--- config.mk ---
export PLATFORM = sky130hd
export DESIGN_NAME = pdm_dac_bank
export DESIGN_NICKNAME = d
export VERILOG_FILES = /design/src/rtl/pdm_dac_bank.sv
export SDC_FILE = /design/constraint.sdc
export NUM_CORES = 1
export LEC_CHECK = 0
export ABC_AREA = 0
export CORE_UTILIZATION = 45
export DETAILED_ROUTE_END_ITERATION = 16
export GPL_TIMING_DRIVEN = 0
export PLACE_DENSITY = 0.63
export SETUP_SLACK_MARGIN = 0.1
export SLEW_MARGIN = 20
export SYNTH_ARGS = -nofsm -noshare
export SYNTH_HDL_FRONTEND = slang
export SYNTH_SLANG_ARGS = --single-unit
--- constraint.sdc ---
create_clock -name input_clk -period 2.45 [get_ports input_clk]
set_clock_uncertainty 0.1 [all_clocks]
set_input_delay 0.49 -clock input_clk [delete_from_list [all_inputs] [get_ports input_clk]]
set_output_delay 0.49 -clock input_clk [all_outputs]
set_load 0.1 [all_outputs]
--- src/rtl/pdm_dac_bank.sv ---
// Multi-channel SPI-fed PDM DAC: addressed samples land in per-channel pending
// registers, a commit flag copies them all to active, and each active value drives a delta-sigma modulator.
module pdm_dac_bank #(
    parameter int SAMPLE_W = 16,
    parameter int NUM_CH   = 2,
    parameter int ORDER    = 1,
    parameter int PDM_DIV  = 1
) (
    input  logic              input_clk,
    input  logic              reset_n,
    input  logic              spi_sclk,
    input  logic              spi_cs,
    input  logic              spi_mosi,
    output logic              spi_miso,
    output logic              spi_done,
    output logic              frame_err,
    input  logic              mute,
    output logic [NUM_CH-1:0] dac_pdm_out
);
    localparam int FRAME_W = 8 + SAMPLE_W;
    localparam int CNT_W   = 6;
    // The bit counter saturates at 31 unless a full frame cannot fit below that.
    localparam logic [CNT_W-1:0] CNT_MAX = CNT_W'((FRAME_W < 31) ? 31 : FRAME_W + 1);
    localparam int DIV_W   = $clog2(PDM_DIV + 1);

    logic [2:0] sclk_sync;
    logic [2:0] cs_sync;
    logic [1:0] mosi_sync;

    always_ff @(posedge input_clk or negedge reset_n) begin
        if (!reset_n) begin
            sclk_sync <= '0;
            cs_sync   <= '0;
            mosi_sync <= '0;
        end else begin
            sclk_sync <= {sclk_sync[1:0], spi_sclk};
            cs_sync   <= {cs_sync[1:0], spi_cs};
            mosi_sync <= {mosi_sync[0], spi_mosi};
        end
    end

    logic sclk_rise, sclk_fall, cs_rise, cs_fall, cs_low, mosi_bit;
    assign sclk_rise = sclk_sync[1] & ~sclk_sync[2];
    assign sclk_fall = ~sclk_sync[1] & sclk_sync[2];
    assign cs_rise   = cs_sync[1] & ~cs_sync[2];
    assign cs_fall   = ~cs_sync[1] & cs_sync[2];
    assign cs_low    = ~cs_sync[1];
    assign mosi_bit  = mosi_sync[1];

    logic               armed;
    logic [CNT_W-1:0]   bit_cnt;
    logic [FRAME_W-1:0] shift_reg;
    logic [6:0]         status_sr;
    logic               err_seen;
    logic               stale;

    always_ff @(posedge input_clk or negedge reset_n) begin
        if (!reset_n) begin
            armed     <= 1'b0;
            bit_cnt   <= '0;
            shift_reg <= '0;
            status_sr <= '0;
            err_seen  <= 1'b0;
            spi_miso  <= 1'b0;
        end else begin
            if (cs_sync[1]) armed <= 1'b1;
            if (cs_fall) begin
                bit_cnt   <= '0;
                spi_miso  <= frame_err;
                status_sr <= {stale, 6'b0};
                err_seen  <= frame_err;
            end else if (cs_low) begin
                if (sclk_rise) begin
                    shift_reg <= {shift_reg[FRAME_W-2:0], mosi_bit};
                    if (bit_cnt != CNT_MAX) bit_cnt <= bit_cnt + 1'b1;
                end
                if (sclk_fall) begin
                    spi_miso  <= status_sr[6];
                    status_sr <= {status_sr[5:0], 1'b0};
                end
            end else begin
                spi_miso <= 1'b0;
            end
        end
    end

    logic                hdr_commit;
    logic [3:0]          hdr_ch;
    logic [SAMPLE_W-1:0] hdr_sample;
    logic                frame_ok, accept, reject;
    logic                unused_rsvd;

    assign hdr_commit  = shift_reg[FRAME_W-1];
    assign hdr_ch      = shift_reg[FRAME_W-5:FRAME_W-8];
    assign hdr_sample  = shift_reg[SAMPLE_W-1:0];
    assign unused_rsvd = ^shift_reg[FRAME_W-2:FRAME_W-4];
    assign frame_ok    = (bit_cnt == CNT_W'(FRAME_W)) && ({1'b0, hdr_ch} < 5'(NUM_CH));
    // Frames that started before the receiver was armed are dropped silently.
    assign accept      = cs_rise & armed & frame_ok;
    assign reject      = cs_rise & armed & ~frame_ok;

    logic [SAMPLE_W-1:0] pending [NUM_CH];
    logic [SAMPLE_W-1:0] active  [NUM_CH];
    logic [NUM_CH-1:0]   dirty;

    assign stale = |dirty;

    always_ff @(posedge input_clk or negedge reset_n) begin
        if (!reset_n) begin
            // NOTE: pending/active are small flop arrays, not RAM, so they take the async reset like any other state.
            for (int i = 0; i < NUM_CH; i++) begin
                pending[i] <= '0;
                active[i]  <= '0;
            end
            dirty     <= '0;
            spi_done  <= 1'b0;
            frame_err <= 1'b0;
        end else begin
            spi_done <= accept;
            if (accept) begin
                for (int i = 0; i < NUM_CH; i++) begin
                    if (hdr_ch == 4'(i)) pending[i] <= hdr_sample;
                    if (hdr_commit) active[i] <= (hdr_ch == 4'(i)) ? hdr_sample : pending[i];
                end
                if (hdr_commit) dirty <= '0;
                else            dirty[hdr_ch[$clog2(NUM_CH+1)-1:0]] <= 1'b1;
                if (err_seen) frame_err <= 1'b0;
            end
            if (reject) frame_err <= 1'b1;
        end
    end

    logic [DIV_W-1:0] div_cnt;
    logic             tick;
    assign tick = (div_cnt == DIV_W'(PDM_DIV - 1));

    always_ff @(posedge input_clk or negedge reset_n) begin
        if (!reset_n)  div_cnt <= '0;
        else if (tick) div_cnt <= '0;
        else           div_cnt <= div_cnt + 1'b1;
    end

    for (genvar ch = 0; ch < NUM_CH; ch++) begin : g_ch
        logic signed [SAMPLE_W-1:0] x;
        logic                       pdm_q;
        assign x = mute ? '0 : active[ch];
        assign dac_pdm_out[ch] = pdm_q;

        if (ORDER == 1) begin : g_o1
            logic [SAMPLE_W-1:0] acc;
            logic [SAMPLE_W:0]   sum;
            assign sum = {1'b0, acc} + {1'b0, ~x[SAMPLE_W-1], x[SAMPLE_W-2:0]};

            always_ff @(posedge input_clk or negedge reset_n) begin
                if (!reset_n) begin
                    acc   <= '0;
                    pdm_q <= 1'b0;
                end else if (tick) begin
                    acc   <= sum[SAMPLE_W-1:0];
                    pdm_q <= sum[SAMPLE_W];
                end
            end
        end else begin : g_o2
            localparam int INT_W = SAMPLE_W + 4;
            localparam logic signed [INT_W+1:0] I_MAX  = (INT_W+2)'((1 << (INT_W-1)) - 1);
            localparam logic signed [INT_W+1:0] I_MIN  = -(INT_W+2)'(1 << (INT_W-1));
            localparam logic signed [INT_W+1:0] FB_POS = (INT_W+2)'(1 << (SAMPLE_W-1));

            function automatic logic signed [INT_W-1:0] sat(input logic signed [INT_W+1:0] v);
                if (v > I_MAX)      return I_MAX[INT_W-1:0];
                else if (v < I_MIN) return I_MIN[INT_W-1:0];
                else                return v[INT_W-1:0];
            endfunction

            logic signed [INT_W-1:0] i1, i2, i1_new, i2_new;
            logic signed [INT_W+1:0] fb, x_ext, s1, s2;

            assign fb     = pdm_q ? FB_POS : -FB_POS;
            assign x_ext  = {{(INT_W+2-SAMPLE_W){x[SAMPLE_W-1]}}, x};
            assign s1     = {{2{i1[INT_W-1]}}, i1} + x_ext - fb;
            assign i1_new = sat(s1);
            assign s2     = {{2{i2[INT_W-1]}}, i2} + {{2{i1_new[INT_W-1]}}, i1_new} - fb;
            assign i2_new = sat(s2);

            always_ff @(posedge input_clk or negedge reset_n) begin
                if (!reset_n) begin
                    i1    <= '0;
                    i2    <= '0;
                    pdm_q <= 1'b0;
                end else if (tick) begin
                    i1    <= i1_new;
                    i2    <= i2_new;
                    pdm_q <= ~i2_new[INT_W-1];
                end
            end
        end
    end
endmodule
; Yosys cells after proc, flatten, opt, wreduce, memory -nomap -nowiden
; Cells that the tools add are included.
[op_classes]
bitwise_logic = 16
mul = 0
shifts = 0
eq_ne = 4
reduce_logical = 15
div = 0
magnitude_cmp = 3
muxes = 21
n_addsub = 4
[op_table]
columns = operator, n
row1 = 16-bit 2-to-1 mux, 4
row2 = 16-bit by 16-bit adder with 17-bit output, 2
row3 = 6-bit 2-to-1 mux, 4
row4 = 7-bit 2-to-1 mux, 3
row5 = 2-bit nonzero test, 5
row6 = 1-bit 2-to-1 mux, 8
row7 = 1-bit inverter, 8
row8 = 1-bit AND, 7
row9 = "6-bit by 1-bit adder with 6-bit output, second input constant", 1
row10 = "6-bit by 5-bit equality test with 1-bit output, second input constant", 1
row11 = "6-bit by 5-bit inequality test with 1-bit output, second input constant", 1
row12 = 2-bit AND reduction, 3
row13 = 3-bit AND reduction, 2
row14 = "4-bit by 1-bit equality test with 1-bit output, second input constant", 1
row15 = 4-bit logical NOT, 1
row16 = "4-bit by 2-bit less-than comparator with 1-bit output, second input constant", 1
row17 = 3-bit nonzero test, 1
row18 = "2-bit by 1-bit greater-or-equal comparator with 1-bit output, second input constant", 1
row19 = 1-bit logical AND, 2
row20 = "2-bit less-than comparator, second input constant", 1
row21 = 2-bit 2-to-1 mux, 1
row22 = "2-bit by 1-bit inequality test with 1-bit output, second input constant", 1
row23 = 2-bit OR, 1
row24 = 2-bit OR reduction, 1
row25 = 2 further kinds, 2
[totals]
mem_count = 0
mem_bits_rw = 0
mem_bits_ro = 0
wordCells = 84
in_bits = 6
regBits = 151
latch_bits = 0

; Logic depth before layout (Yosys ltp)
; Gate-level depths: netlist of run 1.
[depth]
depth_word = 6
ltp_mapped = 10
depth_no_buf = 9

; Least setup slack after synthesis of run 1
; Ideal clock, no wire load.
[synth_timing]
path_type = input to register
start = input port mute
end = register g_ch[1].pdm_q
setup_time_ps = 129
path_stages = 10
required_time_ps = 2221
arrival_ps = 2439
setup_slack_ps = -218
cell_sequence = clkbuf_1 nor2b_1 ha_1 fa_1 a21oi_1 o21ai_0 o21ai_0 a31oi_1 a31oi_1 o21ai_0
[synth_between]
elab_chain_len = 3
[synth_lines]
columns = item, line_no
row1 = "start, declared", 17  ; input logic mute,
row2 = 16-bit 2-to-1 mux (*), 146  ; assign x = mute ? '0 : active[ch];
row3 = 1-bit inverter, 152  ; assign sum = {1'b0, acc} + {1'b0, ~x[SAMPLE_W-1], x[SAMPLE_W-2:0]};
row4 = 16-bit by 16-bit adder with 17-bit output (*), 152
row5 = named net g_ch[1].g_o1.sum[16], 151  ; logic [SAMPLE_W:0] sum;
row6 = "end signal, assigned", 160  ; pdm_q <= sum[SAMPLE_W];
row7 = "end, declared", 145  ; logic pdm_q;
; The timed path passes the listed nets; every way through them passes the cells marked *.
; A chain may end at the register's enable or synchronous reset.

; Worst setup path in the final report of run 1
[layout_timing]
start = input port shift_reg[19]
end = register pending[22] (netlist bit)
[layout_between]
elab_chain_len = 3
[layout_lines]
columns = item, line_no
row1 = "start, declared", 52  ; logic [FRAME_W-1:0] shift_reg;
row2 = 4-bit by 2-bit less-than comparator with 1-bit output, 97  ; assign frame_ok = (bit_cnt == CNT_W'(FRAME_W)) && ({1'b0, hdr_ch} < 5'(NUM_CH));
row3 = 1-bit logical AND, 97
row4 = 1-bit AND, 99  ; assign accept = cs_rise & armed & frame_ok;
row5 = "end signal, assigned by index", 122  ; if (hdr_ch == 4'(i)) pending[i] <= hdr_sample;
row6 = "end, declared", 102  ; logic [SAMPLE_W-1:0] pending [NUM_CH];
; Several ways; a longest one is shown, not always the timed one.

==> results of run 1 <==
layout by cell type (no fill, tap or decap), types with 7 or more instances in the layout:
cell type,instances
a21o_1,11
a21oi_1,30
buf_4,22
clkbuf_16,20
dfrtp_1,144
ha_1,31
inv_1,11
mux2_2,32
mux2_4,24
mux2i_1,35
nand2_1,41
nand3_1,7
nor2_1,23
nor2b_1,27
o21ai_0,11
o21ai_1,33
xnor2_1,21
xor2_1,10
worst max path at each step:
stage,slack [ns],startpoint,cells after the start,to
floorplan,0.09,mute,9,g_ch[1].g_o1.acc[15]
global placement,-4.90,reset_n,1,pending[13]
detailed placement,-1.10,mute,10,g_ch[1].g_o1.acc[15]
CTS,0.06,active[2],8,g_ch[1].g_o1.acc[15]
global route,0.06,active[4],8,g_ch[1].g_o1.acc[15]
finish,0.12,shift_reg[19],6,pending[22]
final cells by class:
class	instances	area [um2]	share of cell area [%]
Buffer	20	206	2.44
Clock buffer	21	450	5.33
Clock inverter	11	163	1.92
Inverter	11	41.3	0.489
Multi-Input combinational cell	411	3390	40.1
Sequential cell	144	3600	42.6
Tap cell	184	230	2.72
Timing Repair Buffer	36	370	4.38
power breakdown:
group | internal (mW) | switching [mW]
registers | 2.43 | 0.0657
clock network | 1.72 | 0.966
logic | 0.0842 | 0.139
total | 4.24 | 1.17
metal layers:
layer,up-vias,global-route usage [%]
li1,2168,-
met1,2132,23.6
met2,51,30.7
met3,12,4.33
met4,0,6.09
met5,-,0
stage by stage:
stage | hold WS [ns] | util [%] | total power, mW | instances
after floorplan | 0.0944 | - | 2.65 | 586
after global placement | 0.234 | 49.4 | 2.75 | 780
after detailed placement | 0.239 | 49.6 | 2.77 | 781
after CTS | 0.251 | 55.3 | 5.46 | 824
after global routing | 0.255 | 57.3 | 5.61 | 838
final | 0.250 | 57.3 | 5.41 | 838
kinds of logic (layout without fill, tap and decap cells):
family,after synthesis,after routing,synth area share [%]
AOI/OAI and AO/OA,119,119,9.87
xor gates and xnor gates,31,31,3.92
adders and majority gates,36,36,6.73
buffers and inverters,31,99,2.39
DFF,144,144,52.1
muxes,91,91,15.2
and+or+nand+nor,134,134,9.86
worst register-to-register path, delay by kind of cell, from the launching register on:
kind / cells / cell delay (ns)
buffers and inverters: 2 / 0.29
flip-flops: 1 / 0.37
multiplexers: 1 / 0.30
AND/OR/NAND/NOR: 3 / 1.16
what timing repair did:
action / CTS / global route
hold buffers: 1 / 0
hold endpoints to repair: 69 / 0
pin swaps: 11 / 19
buffers inserted: 10 / 12
endpoints found under the setup margin: 104 / 71
resized for setup: 47 / 41
cloned: 0 / 2
==> out/qor.txt, run 1 <==
Outcome = finished, final reports clean
Initial antenna violation count = 0
Async SR Flop Fraction = 100%
Yosys cell types = 49
Clk pin slew, worst setup/hold paths = 0.06 ns
Slew at the pin closest to its max-slew limit = 0.958 ns
Vias in the first global route = 4598
# fillers = 1218
CTS Root Cell = clkbuf_16
Crit-path slowest cell = or4_4
Total track usage = 18.4%
Clk Latency, worst-skew pair = 0.42 ns
DRT Wirelength = 13500 um
Post-Place Worst Slack = -1.10 ns
Slew Viols, Final = 0
Cell Pwr Density = 640 mW/mm2
Area contributors post-synth = dfrtp_1, mux2_2, ha_1, mux2i_1, mux2_4
Hold Path Depth = 0
Starting density of the core = 46.9%
WL met2 = 6650 um
Max VDD drop = 0.483 mV
Synth Warn # = 0
Hpwl dp = 9200 um
Endpoint of the worst-slack reg-to-reg timing path = pending[22]
CP Cell Sequence = or3_4, or4_4, nor3_4, buf_12, clkbuf_16, mux2_4
Maxcap violations = 0
Worst setup EP type = register
IO Pins = 11
Post-route cell area = 0.00845 mm2
CTS tree = built
H-tree depth = 4
Synth-to-Final Area Change = 22.2%
Die area = 0.0159 mm2
Nets = 683
Worst path buffer plus inverter count = 2
WL per Instance = 16.1 um
Critical Path Fanout Max = 5
Vias = 4363
Largest net degree at the start of global routing = 76
Reg2Reg Launch Point = shift_reg[19]
RSZ-0062 raised after global routing = true
Post-synth EDFFs = 0
Crit start category = register
Post-Syn Nets = 628
Static Leak = 4.14 nW
Syn Area/Cell = 11.8 um2
CP max stage delay = 0.58 ns
Top FF cell, synth = dfrtp_1
Cell Area, Synth = 0.00692 mm2
Core area = 0.0148 mm2
Critical Path AT = 2.53 ns
Hold path startpoint = cs_sync[0]
Mapped Cells = 586
R2R cell count = 6
Reg-to-reg slack, setup = 0.12 ns
Yosys top cell area share = 52.1%
Max_slew headroom = 36.4%
Period utilisation layout = 95.3%
Via/cell ratio = 5.21
Sink Count = 144
Final WS setup = 0.115 ns
Critical path's top delay family = simple AND/OR/NAND/NOR gates
Min-delay worst type = reg -> reg
CTS buffer count = 17
Die Ht = 126 um
Die Span X = 126 um
Largest regs = active (32), g_ch.g_o1.acc (32), pending (32)
Top routing layer used = met4
Initial DRC Count = 335
Final setup vio count = 0
Post-route ant nets = 0
Diodes inserted = 0
Layout cells sized above 1 = 26.3%
Fin crit period = 2.33 ns
Gr ovfl total = 0
DR DRC count = 0
Cell Rows = 44
WP data required = 2.65 ns
CTS max path bufs = 2
Fmax = 428 MHz
Port bufs = 10
Most frequent cells after synthesis = dfrtp_1, nand2_1, mux2_2
Hold Vio Cnt, Final = 0
GP Congestion = 0.843
Post-place instance area = 0.00732 mm2
Crit path kind = reg -> reg
First-pass GRT wire length = 22800 um
Worst Hold End = cs_sync[1]
Router iterations before antenna repair = 5
Post-synthesis sequential area ratio = 52.1%
Count leader, synth = dfrtp_1
Setup TNS = 0 ns
Post-Route M1 WL = 6390 um
Yosys reg bits = 144
Synth area leader = dfrtp_1
Met3 routed WL = 307 um
Power figures use the tool's default switching activity.
==> run 2, diff against run 1 <==
- PLACE_DENSITY: 0.63 -> default
- PLACE_DENSITY_LB_ADDON: default -> 0.2
==> out/qor.txt, run 2 (synthesis results as in run 1) <==
Final setup vio count = 0 (unchanged)
CP max stage delay = 0.55 ns (-0.03 ns)
Initial DRC Count = 216 (-36%)
CTS max path bufs = 2 (unchanged)
Switching Fraction = 22.0% (+0.38 points)
Internal power = 4.15 mW (-2.0%)
Largest net degree at the start of global routing = 87 (+14%)
IO Pins = 11 (unchanged)
Crit-path slowest cell = or4_4
Post-route ant nets = 0 (unchanged)
Slew Viols, Final = 0 (unchanged)
Router iterations before antenna repair = 4 (-1)
GP Congestion = 0.861 (+2.1%)
Max_slew headroom = 35.9% (-0.46 points)
CP Cell Sequence = or3_4, or4_4, nor2_4, nand2_4, buf_12, mux2_4
Cell Pwr Density = 642 mW/mm2 (+0.26%)
Total track usage = 18.8% (+0.35 points)
Worst setup EP type = register
Clock network fraction of total power = 48.9% (-0.8 points)
Commonest non-fill, non-tap cell in the layout = dfrtp_1
Cell Count, Final, Fillers Out = 833 (-0.60%)
Gr busiest metal = met2
Static Leak = 4.09 nW (-1.2%)
Cell Rows = 44 (unchanged)
Commonest cells after routing, fill and taps aside = dfrtp_1, nand2_1, o21ai_1
Post-Place Worst Slack = -1.04 ns (+0.0661 ns)
Min-delay worst type = reg -> reg
Slew at the pin closest to its max-slew limit = 0.965 ns (+0.00695 ns)
Met2 GRT Util = 31.0% (+0.26 points)
Maxcap violations = 0 (unchanged)
Clk Latency, worst-skew pair = 0.42 ns (about the same)
Die Ht = 126 um (unchanged)
Psw = 1.17 mW (+0.20%)
Largest regs = active (32), g_ch.g_o1.acc (32), pending (32)
Outcome = finished, final reports clean
Diodes inserted = 0 (unchanged)
Vias = 4397 (+0.78%)
Crit path kind = reg -> reg
RSZ-0062 raised after global routing = true
Synth-to-Final Area Change = 20.0%
Starting density of the core = 46.9% (unchanged)
Fin crit period = 2.30 ns (-0.0340 ns)
# placed instances = 781 (unchanged)
Die area = 0.0159 mm2 (unchanged)
Critical Path Fanout Max = 10 (+5)
Period utilisation layout = 93.9% (-1.4 points)
Nets = 678 (-0.73%)
WP data required = 2.65 ns (about the same)
DRT Wirelength = 13400 um (-0.38%)
CTS Root Cell = clkbuf_16
Hpwl dp = 9230 um (+0.33%)
Logic pwr share = 4.2% (about the same)
Flop pwr share = 46.9% (+0.7 points)
Critical Path AT = 2.50 ns (-0.03 ns)
WL per Instance = 16.1 um (+0.22%)
CTS buffer count = 17 (unchanged)
Vias in the first global route = 4698 (+2.2%)
Crit start category = register
Met1 GRT Util = 24.1% (+0.45 points)
Met3 global-route usage = 4.55% (+0.21 points)
Clk pin slew, worst setup/hold paths = 0.06 ns (about the same)
H-tree depth = 4 (unchanged)
Layout cells sized above 1 = 24.2% (-2.1 points)
Initial antenna violation count = 0 (unchanged)
Die Span X = 126 um (unchanged)
Port bufs = 10 (unchanged)
DR DRC count = 0 (unchanged)
Sink Count = 144 (unchanged)
Core area = 0.0148 mm2 (unchanged)
Gr ovfl total = 0 (unchanged)
Final WS setup = 0.149 ns (+0.0340 ns)
Hold Vio Cnt, Final = 0 (unchanged)
Max VDD drop = 0.583 mV (+21%)
Via/cell ratio = 5.28 (+1.4%)
First-pass GRT wire length = 23300 um (+2.2%)
Fmax = 435 MHz (+1.5%)
CTS tree = built
-- run 2: changes by cell type in the layout (fill, tap and decap cells not counted), moves of 2 or more --
cell | previous run | this run
clkinv_2 | 4 | 7
o21ai_2 | 4 | 2
a31oi_2 | 0 | 2
buf_8 | 5 | 3
nand2_1 | 41 | 46
a31oi_4 | 4 | 2
buf_4 | 22 | 19
nand2_2 | 5 | 0
o21ai_1 | 33 | 36
nor2b_1 | 27 | 29
-- run 2: critical path: cells and delay by family, from the launching register on --
family	cells	cell delay (ns)
simple gates	4	1.24
flops	1	0.37
mux	1	0.30
buf+inv	1	0.17
-- run 2: final timing paths --
kind | startpoint | to | slack [ns] | depth (start not counted)
max | shift_reg[19] | pending[14] | 0.15 | 6
min | mosi_sync[0] | mosi_sync[1] | 0.25 | 0
max reg2reg | shift_reg[19] | pending[14] | 0.15 | 6
min reg2reg | mosi_sync[0] | mosi_sync[1] | 0.25 | 0
max in group asynchronous | reset_n | pending[13] | 1.01 | 3
min in group asynchronous | reset_n | g_ch[0].g_o1.acc[0] | 0.49 | 2
-- run 2: power groups by stage --
stage | combinational [mW] | clock, mW | sequential [mW]
finish | 0.223 | 2.61 | 2.50
global route | 0.248 | 2.77 | 2.51
CTS | 0.229 | 2.67 | 2.50
detailed placement | 0.229 | 0 | 2.54
global placement | 0.217 | 0 | 2.54
floorplan | 0.0993 | 0 | 2.55
-- run 2: area by class of cell --
type,instances,area [um2]
clock inverters,12,140
clock buffers,20,457
fillers,1244,6450
plain buffers,20,195
flip-flops and latches,144,3600
repair buffers,31,328
inverters,11,41.3
well taps,184,230
multi-input cells,411,3310
-- run 2: repair_timing --
action                                 4_1_cts  5_1_grt
setup endpoints to repair                  101       70
pin swaps                                   10       15
cloned                                       1        1
setup buffers                               11        6
hold buffers                                 1        0
endpoints found under the hold margin       58        0
resized for setup                           41       26
-- run 2: metrics by stage --
stage	area, um2	power, mW	TNS [ns]	utilization [%]	hold WS, ns
floorplan	6960	2.65	0	-	0.0944
global placement	7290	2.75	-729.24	49.4	0.234
detailed placement	7320	2.77	-19.61	49.6	0.236
CTS	8160	5.39	0	55.3	0.248
global route	8300	5.52	0	56.3	0.249
finish	8300	5.33	0	56.3	0.246
-- run 2: metal layers --
metal  part of all wire (%)  up-vias
li1                       -     2160
met1                     46     2162
met2                     49       53
met3                    2.7       22
met4                    1.9        0
met5                      0        -
